--- config.mk ---
export PLATFORM = sky130hd
export DESIGN_NAME = stage4_mem
export DESIGN_NICKNAME = d
export VERILOG_FILES = /design/src/rtl/stage4_mem.sv
export SDC_FILE = /design/constraint.sdc
export NUM_CORES = 1
export LEC_CHECK = 0
export BUFFER_PORTS_ARGS = -buffer_cell sky130_fd_sc_hd__buf_2
export CAP_MARGIN = 5
export CORE_MARGIN = 2
export CORE_UTILIZATION = 53
export DETAILED_ROUTE_END_ITERATION = 10
export PLACE_DENSITY = 0.89
export SETUP_SLACK_MARGIN = 0.05
export SLEW_MARGIN = 40
export SYNTH_ARGS = -nofsm -noshare
export SYNTH_HDL_FRONTEND = slang
export SYNTH_SLANG_ARGS = --single-unit
--- constraint.sdc ---
create_clock -name clk -period 2.9 [get_ports clk]
set_clock_uncertainty 0.05 [all_clocks]
set_input_delay 0.58 -clock clk [delete_from_list [all_inputs] [get_ports clk]]
set_output_delay 0.58 -clock clk [all_outputs]
set_load 0.01 [all_outputs]
--- src/rtl/stage4_mem.sv ---
// Memory stage of the 5-stage pipeline: EX/MEM register, multi-cycle data-memory
// handshake with timeout, and the write-back / forwarding outputs.
module stage4_mem #(
    parameter int unsigned TIMEOUT = 64
) (
    input  logic        clk,
    input  logic        rst,
    input  logic        in_valid,
    input  logic [15:0] ALUout,
    input  logic [15:0] writeData,
    input  logic [2:0]  writeReg,
    input  logic        RegWrite,
    input  logic        DMemWrite,
    input  logic        DMemEn,
    input  logic        MemToReg,
    input  logic        DMemDump,
    input  logic        Jump_Br,
    input  logic [15:0] pcPlus2,
    input  logic [15:0] instruction,
    output logic        mem_req,
    output logic        mem_wr,
    output logic [15:0] mem_addr,
    output logic [15:0] mem_wdata,
    input  logic [15:0] mem_rdata,
    input  logic        mem_done,
    output logic        stall,
    output logic [15:0] q_ALUout_s3,
    output logic        out_valid,
    output logic [15:0] ALUout_out,
    output logic [15:0] readData_out,
    output logic [15:0] pcPlus2_out,
    output logic [15:0] instruction_out,
    output logic [2:0]  writeReg_out,
    output logic        RegWrite_out,
    output logic        MemToReg_out,
    output logic        Jump_Br_out,
    output logic        halt,
    output logic        err
);

    localparam int unsigned DW    = 16;
    localparam int unsigned RW    = 3;
    localparam int unsigned CNT_W = (TIMEOUT > 1) ? $clog2(TIMEOUT) : 1;

    typedef enum logic [1:0] {IDLE, ACCESS, DONE, HALT} state_t;

    typedef struct packed {
        logic          valid;
        logic [DW-1:0] alu;
        logic [DW-1:0] wdata;
        logic [RW-1:0] wreg;
        logic          reg_write;
        logic          dmem_write;
        logic          dmem_en;
        logic          mem_to_reg;
        logic          dmem_dump;
        logic          jump_br;
        logic [DW-1:0] pc_plus2;
        logic [DW-1:0] instr;
    } lat_t;

    state_t           state_q;
    lat_t             lat_q;
    lat_t             lat_d;
    logic [DW-1:0]    rdata_q;
    logic [CNT_W-1:0] cnt_q;
    logic             err_q;
    logic             abort_q;

    logic is_dump;
    logic is_memop;
    logic unaligned;
    logic req_c;
    logic stall_c;
    logic oval_c;
    logic halt_c;
    logic kill_rw_c;
    logic zero_rd_c;

    assign is_dump   = lat_q.valid & lat_q.dmem_dump;
    assign is_memop  = lat_q.valid & lat_q.dmem_en & ~lat_q.dmem_dump;
    assign unaligned = is_memop & lat_q.alu[0];

    // Control decode from the registered state and the EX/MEM register.
    always_comb begin
        req_c     = 1'b0;
        stall_c   = 1'b0;
        oval_c    = 1'b0;
        halt_c    = 1'b0;
        kill_rw_c = 1'b0;
        zero_rd_c = 1'b0;
        case (state_q)
            IDLE: begin
                if (is_dump) begin
                    oval_c  = 1'b1;
                    halt_c  = 1'b1;
                    stall_c = 1'b1;
                end else if (unaligned) begin
                    oval_c    = 1'b1;
                    kill_rw_c = 1'b1;
                    zero_rd_c = 1'b1;
                end else if (is_memop) begin
                    req_c   = 1'b1;
                    stall_c = 1'b1;
                end else begin
                    oval_c = lat_q.valid;
                end
            end
            ACCESS: stall_c = 1'b1;
            DONE: begin
                oval_c    = 1'b1;
                kill_rw_c = abort_q;
            end
            HALT: begin
                stall_c = 1'b1;
                halt_c  = 1'b1;
            end
            default: stall_c = 1'b0;
        endcase
    end

    // EX/MEM register holds while the upstream stages are frozen.
    always_comb begin
        lat_d = lat_q;
        if (!stall_c) begin
            lat_d.valid      = in_valid;
            lat_d.alu        = ALUout;
            lat_d.wdata      = writeData;
            lat_d.wreg       = writeReg;
            lat_d.reg_write  = RegWrite;
            lat_d.dmem_write = DMemWrite;
            lat_d.dmem_en    = DMemEn;
            lat_d.mem_to_reg = MemToReg;
            lat_d.dmem_dump  = DMemDump;
            lat_d.jump_br    = Jump_Br;
            lat_d.pc_plus2   = pcPlus2;
            lat_d.instr      = instruction;
        end
    end

    always_ff @(posedge clk) begin
        if (rst) begin
            state_q <= IDLE;
            lat_q   <= '0;
            rdata_q <= '0;
            cnt_q   <= '0;
            err_q   <= 1'b0;
            abort_q <= 1'b0;
        end else begin
            lat_q <= lat_d;
            case (state_q)
                IDLE: begin
                    if (is_dump) begin
                        state_q <= HALT;
                    end else if (unaligned) begin
                        err_q <= 1'b1;
                    end else if (is_memop) begin
                        state_q <= ACCESS;
                        cnt_q   <= '0;
                        abort_q <= 1'b0;
                    end
                end
                ACCESS: begin
                    cnt_q <= cnt_q + CNT_W'(1);
                    // A completion in the last allowed cycle still counts as success.
                    if (mem_done) begin
                        if (!lat_q.dmem_write) begin
                            rdata_q <= mem_rdata;
                        end
                        state_q <= DONE;
                    end else if (cnt_q == CNT_W'(TIMEOUT - 1)) begin
                        err_q   <= 1'b1;
                        rdata_q <= '0;
                        abort_q <= 1'b1;
                        state_q <= DONE;
                    end
                end
                DONE:    state_q <= IDLE;
                HALT:    state_q <= HALT;
                default: state_q <= IDLE;
            endcase
        end
    end

    assign mem_req         = req_c;
    assign mem_wr          = req_c & lat_q.dmem_write;
    assign mem_addr        = lat_q.alu;
    assign mem_wdata       = lat_q.wdata;
    assign stall           = stall_c;
    assign out_valid       = oval_c;
    assign halt            = halt_c;
    assign err             = err_q;
    assign q_ALUout_s3     = lat_q.alu;
    assign ALUout_out      = lat_q.alu;
    assign readData_out    = (lat_q.mem_to_reg & ~zero_rd_c) ? rdata_q : '0;
    assign pcPlus2_out     = lat_q.pc_plus2;
    assign instruction_out = lat_q.instr;
    assign writeReg_out    = lat_q.wreg;
    assign RegWrite_out    = lat_q.reg_write & ~kill_rw_c;
    assign MemToReg_out    = lat_q.mem_to_reg;
    assign Jump_Br_out     = lat_q.jump_br;

endmodule

==> Implementation_results.wiki <==
{| class="wikitable"
! Metric !! Value
|-
| Fraction of synthesized cell area in xor and xnor cells || 0.162%
|-
| Max capacitance violation total || 0
|-
| Syn Area/Cell || 9.64 µm²
|-
| Detailed-route wire length || 10.9 mm
|-
| Final critical delay including setup and external delays || 2.66 ns
|-
| Post-Synthesis Cell Area || 5400 µm²
|-
| Maximum clock frequency || 0.376 GHz
|-
| Cell taking the most area after synthesis || sky130_fd_sc_hd__dfxtp_1
|-
| Rows || 36
|-
| Fin area || 5900 µm²
|-
| Compound-gate portion of the synthesized area || 5.54%
|-
| Most frequent cells in the layout || sky130_fd_sc_hd__buf_2 (215), sky130_fd_sc_hd__nand2b_1 (151), sky130_fd_sc_hd__dfxtp_1 (100), sky130_fd_sc_hd__mux2i_1 (75), sky130_fd_sc_hd__and3_1 (18)
|-
| Setup total negative slack || 0 ns
|-
| Die Outline Area || 11000 µm²
|-
| Setup repair after global routing missed its margin || false
|-
| I/O pins || 217
|-
| Clock input transition at the sequential cells of the worst setup and hold paths || 0.09 ns
|-
| Post-CTS setup-driven buffer insertion count || 0
|-
| Clk_lat worst skew || 0.36 ns
|-
| Chip Width || 105 µm
|-
| Reg2Reg Setup Slack || 0.72 ns
|-
| Total clock buffers created by CTS || 9
|-
| Routed wire length per instance || 13.6 µm
|-
| Commonest non-fill, non-tap cell in the layout || sky130_fd_sc_hd__buf_2
|-
| CTS tree || built
|-
| Number of antenna violations at the first check in global routing || 0
|-
| Yosys warning count || 0
|-
| Antenna cells || 0
|-
| Worst path cell trace || inv_1, ha_2, and4b_1, nand2_2, and3_1, buf_2
|-
| Number of flip-flops and latches in the synthesized netlist || 100
|-
| Slew at the pin with the worst max-slew slack || 0.666 ns
|-
| Worst setup EP type || output port
|-
| Initial core utilization || 55.0%
|-
| Worst Setup Start Kind || flop
|-
| HPWL after detailed placement || 7.87 mm
|-
| Residual DRC || 0
|-
| Cell Pwr Density || 715 nW/µm²
|-
| DP Cell Count || 780
|-
| Tcrit/Tclk final || 91.7%
|-
| Maximum number of pins on one net before global-route repair || 84
|-
| Proportion of power drawn by flip-flops and latches || 43.3%
|-
| Number of buffers added to fix hold violations after cts || 0
|-
| DRT Pass-1 Iters || 4
|-
| Pleak || 0.00279 µW
|-
| Worst flop-to-flop path endpoint || pcPlus2_out[2]
|-
| Proportion of synthesized chip area in sequential cells || 37.1%
|-
| Worst setup path category || reg2out
|-
| Arithmetic-cell share of the synthesized area counting full adders, half adders and majority gates || 1.16%
|-
| Int Pwr || 2720 µW
|-
| Slowest cell on the critical path || sky130_fd_sc_hd__dfxtp_1
|-
| Htree depth || 3
|-
| Hold Fails Final Rpt || 0
|-
| Cells taking the most area after synthesis || sky130_fd_sc_hd__dfxtp_1 (37%), sky130_fd_sc_hd__nand2b_1 (18%), sky130_fd_sc_hd__buf_4 (14%)
|-
| Total nets after synthesis || 658
|-
| Number of nets in the final layout || 757
|-
| Non-filler cells in the finished layout || 797
|-
| Buffers plus inverters on the worst setup path || 2
|-
| PnR Total Power || 4220 µW
|-
| First element of the critical path || state_q[0]
|-
| Class of the tightest hold or removal check || in2reg
|-
| Gp weighted congestion || 0.850
|-
| Origin of the critical flop-to-flop path || state_q[1]
|-
| Endpoint arrival time on the critical path || 2.03 ns
|-
| Worst relative slew slack || 55.6%
|-
| Share of the core filled with cells || 60.1%
|-
| Proportion of power drawn by the clock network || 19.2%
|-
| Delay contributed by the slowest stage of the critical path || 0.34 ns
|-
| GR Overflow Total || 0
|-
| DR iter-0 viols || 210
|-
| Simple-Gate Fraction of Synth Area || 23.6%
|-
| Gate Count Post-Synth || 560
|-
| Depth of the worst register-to-register path || 6
|-
| Worst supply voltage drop on vdd || 0.000600 V
|-
| Delay-heaviest family, CP || simple AND/OR/NAND/NOR gates
|-
| Detailed-route via count || 3906
|-
| Unique cell type count in the Yosys netlist || 40
|-
| Detail-routed via count per cell || 4.90
|-
| TritonCTS Sinks || 100
|-
| Endpoint of the worst setup timing path || readData_out[7]
|-
| Switching power share of the total || 35.5%
|-
| CTS root buf || sky130_fd_sc_hd__clkbuf_8
|-
| Dominant combinational cell family by area after synthesis || simple AND/OR/NAND/NOR gates
|-
| Number of failing setup endpoints in the final timing report || 0
|-
| Share of the synthesized area in the top cell type || 37.1%
|-
| Combinational Power Share || 37.5%
|-
| Via count of the first global-routing pass || 3763
|-
| Core footprint || 9820 µm²
|-
| Antenna viol nets, final || 0
|-
| Final number of max-transition violations || 0
|-
| Input/output buffers || 216
|-
| GR Util All Layers || 19.2%
|-
| WP data required || 2.27 ns
|-
| Post-synthesis mux area share || 14.1%
|-
| Max Root-Sink Buffers || 2
|-
| Switching power || 1500 µW
|-
| Wire length of the first global-routing pass || 17.5 mm
|-
| Fraction of final layout cells with drive strength greater than 1 || 36.9%
|-
| Area overhead of the layout relative to synthesis || 9.39%
|-
| Critical Path Fanout Max || 18
|-
| Placement Cell Area || 5710 µm²
|-
| Outcome || finished, final reports clean
|-
| DIE HEIGHT || 105 µm
|-
| Total number of cells along the worst setup path || 6
|}
[kinds of logic (layout without fill, tap and decap cells)]
kind of cell,after synthesis,after routing
AOI/OAI and AO/OA,39,39
xor gates and xnor gates,1,1
adders and majority gates,5,5
buffers and inverters,137,241
DFF,100,100
muxes,76,76
and+or+nand+nor,202,202
[power groups by stage]
stage,registers (µW),logic (µW),clock network [µW]
4_1_cts,1830,1600,834
2_1_floorplan,1810,1630,0
5_1_grt,1860,1710,888
3_3_place_gp,1830,1550,0
3_5_place_dp,1850,1600,0
6_report,1830,1580,810
[Yosys cell counts (all sizes together)]
cell type and number:
mux2i 75, and4b 3, a22oi 1, o21bai 2, and3 18, nand3b 2, o211a 1, nand2b 151
a211oi 1, buf 112, xor2 1, nor3 2, nor4b 1, nand2 8, mux2 1, or3 1
nor2b 2, a21oi 8, nor2 6, clkbuf 19, a31o 1, nand3 4, a32oi 1, nand4bb 1
dfxtp 100, nand4b 2, o22ai 1, nor3b 1, ha 5, a22o 16, a31oi 2, o21ai 4
inv 6, o211ai 1
[worst min path at each step]
stage / depth (start not counted) / slack [ns] / end / start
after floorplan: 1 / 0.38 / rdata_q[10] / rdata_q[10]
after global placement: 1 / 0.40 / rdata_q[3] / rdata_q[3]
after detailed placement: 1 / 0.40 / rdata_q[9] / rdata_q[9]
after CTS: 2 / 0.36 / rdata_q[2] / mem_rdata[2]
after global routing: 2 / 0.37 / rdata_q[0] / mem_rdata[0]
final: 2 / 0.39 / rdata_q[0] / mem_rdata[0]
[registers in the layout, summed over array words and instances, names as in the netlist]
name             cells
ALUout_out          16
instruction_out     16
mem_wdata           16
pcPlus2_out         16
rdata_q             16
cnt_q                6
lat_q                5
writeReg_out         3
state_q              2
Jump_Br_out          1
MemToReg_out         1
abort_q              1
err                  1
[timing repair]
item                       in CTS  in global routing
gates cloned                    0                  0
setup endpoints to repair      17                 17
resized for setup               1                  1
[metal layers]
layer / vias to the layer above / GRT usage, % / routed length, µm
li1: 1940 / - / -
met3: 15 / 4.18 / 768
met4: 0 / 6.86 / 155
met2: 154 / 34.0 / 5340
met1: 1797 / 22.9 / 4620
met5: - / 0 / 0
[area by class of cell]
cell class / count / area [µm²]
clock buffers: 10 / 138
clock inverters: 6 / 40.0
fillers: 880 / 3920
inverters: 6 / 22.5
multi-input cells: 323 / 2420
flip-flops and latches: 100 / 2000
well taps: 133 / 166
repair buffers: 219 / 1120
[through the flow]
step / hold slack, ns / worst slack, ns
4_1_cts: 0.362 / 0.151
3_5_place_dp: 0.401 / 0.426
6_report: 0.386 / 0.242
3_3_place_gp: 0.399 / 0.578
5_1_grt: 0.367 / 0.0821
2_1_floorplan: 0.384 / 0.719
Power figures use the tool's default switching activity.
